File: src/rtl/rx_module.sv
// UART receiver: 16x oversampled, 5..8 data bits, optional even parity, 1..4 stop bits.
// Line is double-flopped; the FSM and datapath only move on baud_en_i ticks.
module rx_module #(
   parameter int MAX_UART_DATA_W    = 8,
   parameter int STOP_CONF_WIDTH    = 2,
   parameter int DATA_CONF_WIDTH    = 2,
   parameter int SAMPLE_COUNT_WIDTH = 4,
   parameter int TOTAL_CONF_WIDTH   = 5
) (
   input  logic                        clk_i,
   input  logic                        rst_i,
   input  logic                        baud_en_i,
   input  logic                        rx_en_i,
   input  logic [TOTAL_CONF_WIDTH-1:0] rx_conf_i,
   input  logic                        uart_rx_i,
   output logic [MAX_UART_DATA_W-1:0]  rx_data_o,
   output logic                        rx_done_o,
   output logic                        rx_busy_o,
   output logic                        parity_err_o,
   output logic                        frame_err_o
);

   localparam int BIT_W = (MAX_UART_DATA_W > 1) ? $clog2(MAX_UART_DATA_W) : 1;
   localparam logic [SAMPLE_COUNT_WIDTH-1:0] C_MID =
      SAMPLE_COUNT_WIDTH'((1 << (SAMPLE_COUNT_WIDTH - 1)) - 1);
   localparam logic [SAMPLE_COUNT_WIDTH-1:0] C_END = {SAMPLE_COUNT_WIDTH{1'b1}};

   typedef enum logic [2:0] {
      ST_RESET,
      ST_IDLE,
      ST_START,
      ST_DATA,
      ST_PARITY,
      ST_STOP,
      ST_DONE
   } state_t;

   state_t                          r_state;
   state_t                          w_state_next;
   logic [1:0]                      r_sync;
   logic                            w_rx;
   logic [SAMPLE_COUNT_WIDTH-1:0]   r_cnt;
   logic [BIT_W-1:0]                r_bit_idx;
   logic [BIT_W-1:0]                r_last_idx;
   logic [STOP_CONF_WIDTH-1:0]      r_stop_idx;
   logic [STOP_CONF_WIDTH-1:0]      r_stop_last;
   logic                            r_par_en;
   logic                            r_par_acc;
   logic                            r_par_err;
   logic                            r_frame_acc;
   logic [MAX_UART_DATA_W-1:0]      r_shift;
   logic                            w_mid;
   logic                            w_end;
   logic                            w_done_entry;

   // Synchroniser idles high so reset never looks like a start bit.
   always_ff @(posedge clk_i or posedge rst_i) begin
      if (rst_i) r_sync <= 2'b11;
      else       r_sync <= {r_sync[0], uart_rx_i};
   end

   assign w_rx         = r_sync[1];
   assign w_mid        = (r_cnt == C_MID);
   assign w_end        = (r_cnt == C_END);
   assign w_done_entry = (r_state == ST_STOP) && (w_state_next == ST_DONE);
   assign rx_busy_o    = (r_state == ST_START) || (r_state == ST_DATA) ||
                         (r_state == ST_PARITY) || (r_state == ST_STOP);

   always_ff @(posedge clk_i or posedge rst_i) begin
      if (rst_i) r_state <= ST_RESET;
      else       r_state <= w_state_next;
   end

   always_comb begin
      w_state_next = r_state;
      if (baud_en_i) begin
         case (r_state)
            ST_RESET:  if (rx_en_i) w_state_next = ST_IDLE;
            ST_IDLE:   if (!w_rx) w_state_next = ST_START;
            ST_START:  if (w_mid) w_state_next = w_rx ? ST_IDLE : ST_DATA;
            ST_DATA:   if (w_end && (r_bit_idx == r_last_idx))
                          w_state_next = r_par_en ? ST_PARITY : ST_STOP;
            ST_PARITY: if (w_end) w_state_next = ST_STOP;
            // Done is entered at the centre of the last stop bit, not its end.
            ST_STOP:   if (w_end && (r_stop_idx == r_stop_last)) w_state_next = ST_DONE;
            ST_DONE:   w_state_next = rx_en_i ? ST_IDLE : ST_RESET;
            default:   w_state_next = ST_RESET;
         endcase
      end
   end

   always_ff @(posedge clk_i or posedge rst_i) begin
      if (rst_i) begin
         r_cnt        <= '0;
         r_bit_idx    <= '0;
         r_last_idx   <= '0;
         r_stop_idx   <= '0;
         r_stop_last  <= '0;
         r_par_en     <= 1'b0;
         r_par_acc    <= 1'b0;
         r_par_err    <= 1'b0;
         r_frame_acc  <= 1'b0;
         r_shift      <= '0;
         rx_data_o    <= '0;
         rx_done_o    <= 1'b0;
         parity_err_o <= 1'b0;
         frame_err_o  <= 1'b0;
      end else begin
         rx_done_o <= w_done_entry;
         if (baud_en_i) begin
            case (r_state)
               ST_IDLE: if (!w_rx) begin
                  r_cnt       <= '0;
                  r_bit_idx   <= '0;
                  r_stop_idx  <= '0;
                  r_shift     <= '0;
                  r_par_acc   <= 1'b0;
                  r_par_err   <= 1'b0;
                  r_frame_acc <= 1'b0;
                  r_last_idx  <= BIT_W'(4) +
                                 BIT_W'(rx_conf_i[TOTAL_CONF_WIDTH-1 -: DATA_CONF_WIDTH]);
                  r_stop_last <= rx_conf_i[STOP_CONF_WIDTH:1];
                  r_par_en    <= rx_conf_i[0];
               end
               ST_START: r_cnt <= w_mid ? '0 : r_cnt + 1'b1;
               // Counter wraps 15 -> 0 naturally, lining up the next bit.
               ST_DATA: begin
                  r_cnt <= r_cnt + 1'b1;
                  if (w_end) begin
                     r_shift[r_bit_idx] <= w_rx;
                     r_par_acc          <= r_par_acc ^ w_rx;
                     r_bit_idx          <= r_bit_idx + 1'b1;
                  end
               end
               ST_PARITY: begin
                  r_cnt <= r_cnt + 1'b1;
                  if (w_end) r_par_err <= w_rx ^ r_par_acc;
               end
               ST_STOP: begin
                  r_cnt <= r_cnt + 1'b1;
                  if (w_end) begin
                     if (!w_rx) r_frame_acc <= 1'b1;
                     r_stop_idx <= r_stop_idx + 1'b1;
                  end
               end
               default: ;
            endcase
         end
         if (w_done_entry) begin
            rx_data_o    <= r_shift;
            parity_err_o <= r_par_en & r_par_err;
            frame_err_o  <= r_frame_acc | ~w_rx;
         end
      end
   end

endmodule

File: config.mk
export PLATFORM = sky130hd
export DESIGN_NAME = rx_module
export DESIGN_NICKNAME = d
export VERILOG_FILES = /design/src/rtl/rx_module.sv
export SDC_FILE = /design/constraint.sdc
export NUM_CORES = 1
export LEC_CHECK = 0
export ABC_CLOCK_PERIOD_IN_PS = 2190
export BUFFER_PORTS_ARGS = -buffer_cell sky130_fd_sc_hd__buf_2
export CAP_MARGIN = 40
export CORE_UTILIZATION = 50
export CTS_CLUSTER_SIZE = 20
export DETAILED_ROUTE_END_ITERATION = 6
export PLACE_DENSITY_LB_ADDON = 0.3
export SLEW_MARGIN = 20
export SYNTH_ARGS = -nofsm -noshare
export SYNTH_HDL_FRONTEND = slang
export SYNTH_SLANG_ARGS = --single-unit
export TNS_END_PERCENT = 20
File: constraint.sdc
create_clock -name clk_i -period 2.19 [get_ports clk_i]
set_clock_uncertainty 0.1 [all_clocks]
set_input_delay 0.1095 -clock clk_i [delete_from_list [all_inputs] [get_ports clk_i]]
set_output_delay 0.1095 -clock clk_i [all_outputs]
set_load 0.1 [all_outputs]
==> run summary <==
Post-Layout Cell Count: 297
Clock Sinks: 42
minimum clock period: 1.91 ns
die height: 67.6 um
Placement Rows: 23
die area: 4570 sq um
Max Freq: 523 MHz
Starting Density: 0.531
Tcrit/Tclk final: 0.873
GRT Residual Overflow: 0
Synth Warn #: 0
CTS tree: yes
post-route setup slack: 0.279 ns
clk_lat worst skew: 0.29 ns
post-route ant nets: 0
Inserted Clock Buffers: 5
RSZ-0062 raised after global routing: no
area fraction of the dominant cell type after synthesis: 0.465
core region area: 4060 sq um
GP Congestion: 0.781
initial antenna violation count: 0
Critical Path Stages: 5
DR WL/cell: 14.2 um
Min-Delay Path Class: input port to flop
CTS max path bufs: 2
crit path kind: flop to flop
Tot Pwr: 2340 uW
#FFs+latches synth: 42
Die W: 67.6 um
Mapped Area: 2150 sq um
Async S/R FF share, synth: 1.00
CP max stage delay: 0.53 ns
Layout Nets: 258
DR iter-0 viols: 93
CP max FO: 7
Final Hold Fails: 0
setup bufs post-CTS: 0
Critical Path End Type: flop
first drt pass iteration count: 4
WHS Path Cells: 3
maximum capacitance violations: 0
slew margin rel.: 0.650
Critical Path Start Type: flop
Hold WS: 0.0533 ns
overall routing resource usage: 0.209
CP top delay family: simple AND/OR/NAND/NOR gates
status: complete, no violations
area growth from synthesis to layout: 15.0%
PwrDens: 947 nW/um^2
# setup viols final: 0
critical path cell sequence: ha_1 > and4_1 > o21ai_2 > or4b_1 > mux2i_1
vias: 1,656
sequential share of the synthesized area: 0.489
layout cells sized above 1: 0.215
Static Leak: 0.00121 uW
pre-CTS setup slack: 0.300 ns
Reg2Reg Depth: 5
DRC Markers: 0
I/O pin count: 22
clock transition at the registers of the reported paths: 0.08 ns
Post-synth EDFFs: 0
count leader, synth: dfrtp_1
syn nets: 231
cell taking the most area after synthesis: dfrtp_1
post-route setup TNS: 0 ns
VDD IR max: 0.763 mV
first-pass GRT wire length: 6930 um
Routed WL: 4210 um
Slew @ Worst Pin: 0.524 ns
main flop type after synthesis: dfrtp_1
CTS Root Cell: clkbuf_8
IO buf count: 21
Post-CTS Hold Fix Bufs: 7
CP max-delay cell: or4b_1
largest net degree at the start of global routing: 43
worst path bufs/invs: 0
Fill cells: 365
Synth area leaders: dfrtp_1, nand2_1, mux2_2, o21ai_0, dfstp_2
Post-synth top cells: dfrtp_1, nand2_1, clkbuf_1, o21ai_0, nor2_1
DPL Wire Length: 2810 um
instance count of the mapped netlist: 219
crit path DAT: 1.98 ns
Netlist cell types: 47
number of diodes: 0
H-tree depth: 2
Post-Place Cells: 282
fin. max-slew vios: 0
synthesized area per cell: 9.83 sq um
detail-routed via count per cell: 5.58
Req. time, crit path: 2.26 ns
vias in the first global route: 1,580
post-CTS sizing: 0
metrics by stage:
step / cell area [sq um] / util
global route: 2480 / 0.610
detailed placement: 2310 / 0.570
floorplan: 2150 / -
global placement: 2310 / 0.570
finish: 2480 / 0.610
CTS: 2480 / 0.610
logic make-up after synthesis:
family / count (synthesis) / share of synthesized area
buf+inv: 21 / 0.0395
xor+xnor: 9 / 0.0366
fa+ha+maj: 2 / 0.0116
simple gates: 88 / 0.213
mux: 15 / 0.0755
flops: 42 / 0.489
compound gates: 42 / 0.135
cell type report:
class | instances | area (sq um) | area share
repair buffers | 36 | 235 | 0.0950
clock inverters | 1 | 5.00 | 0.00202
flip-flops and latches | 42 | 1050 | 0.425
clock buffers | 7 | 86.3 | 0.0349
well taps | 50 | 62.6 | 0.0253
inverters | 5 | 18.8 | 0.00758
multi-input cells | 156 | 1010 | 0.410
worst register-to-register path, cell delays in order, from the launching register on:
cell and delay [ns]:
dfrtp_1 0.39, ha_1 0.27, and4_1 0.26, o21ai_2 0.11
or4b_1 0.53, mux2i_1 0.13
placed cells by master (no fill, tap or decap), types with 4 or more instances in the layout:
cell,netlist,final
nand2b_1,6,6
o21ai_0,12,12
mux2_2,10,10
o211ai_1,5,5
dlygate4sd3_1,0,7
nand3b_1,5,5
dfrtp_1,40,40
nand4_1,4,4
a31oi_1,4,4
xnor2_1,6,6
nand3_1,6,6
nand2_1,38,38
mux2i_1,5,5
o31ai_1,7,7
buf_2,2,21
buf_4,1,8
nor2_1,11,11
clkbuf_8,0,6
flip-flops by register name, indices dropped and copies added, names as in the netlist:
name	count
r_last_idx	3
rx_done_o	1
r_sync	2
frame_err_o	1
r_frame_acc	1
r_par_en	1
r_stop_idx	2
r_par_err	1
r_state	3
r_stop_last	2
r_bit_idx	3
rx_data_o	8
r_shift	8
r_cnt	4
r_par_acc	1
parity_err_o	1
final timing paths:
path                       slack (ns)                  from                endpoint
min in group asynchronous        0.37                 rst_i  r_shift[2]$_DFFE_PP0P_
max in group asynchronous        1.24                 rst_i     r_sync[0]$_DFF_PP1_
hold reg to reg                  0.26   r_sync[0]$_DFF_PP1_     r_sync[1]$_DFF_PP1_
setup reg to reg                 0.28  r_cnt[0]$_DFFE_PP0P_  r_shift[2]$_DFFE_PP0P_
hold / removal                   0.05             baud_en_i     rx_done_o$_DFF_PP0_
setup / recovery                 0.28  r_cnt[0]$_DFFE_PP0P_  r_shift[2]$_DFFE_PP0P_
per-layer routing:
metal	share of wire	vias up	global-route usage
met4	0.017	0	0.0878
met5	0	-	0
li1	-	823	-
met1	0.49	792	0.262
met2	0.46	33	0.345
met3	0.036	8	0.0456
power breakdown:
group / internal, uW / switching (uW)
Clock: 254 / 253
Combinational: 310 / 385
Sequential: 940 / 203
No activity file was read; power rests on OpenSTA's default activity.
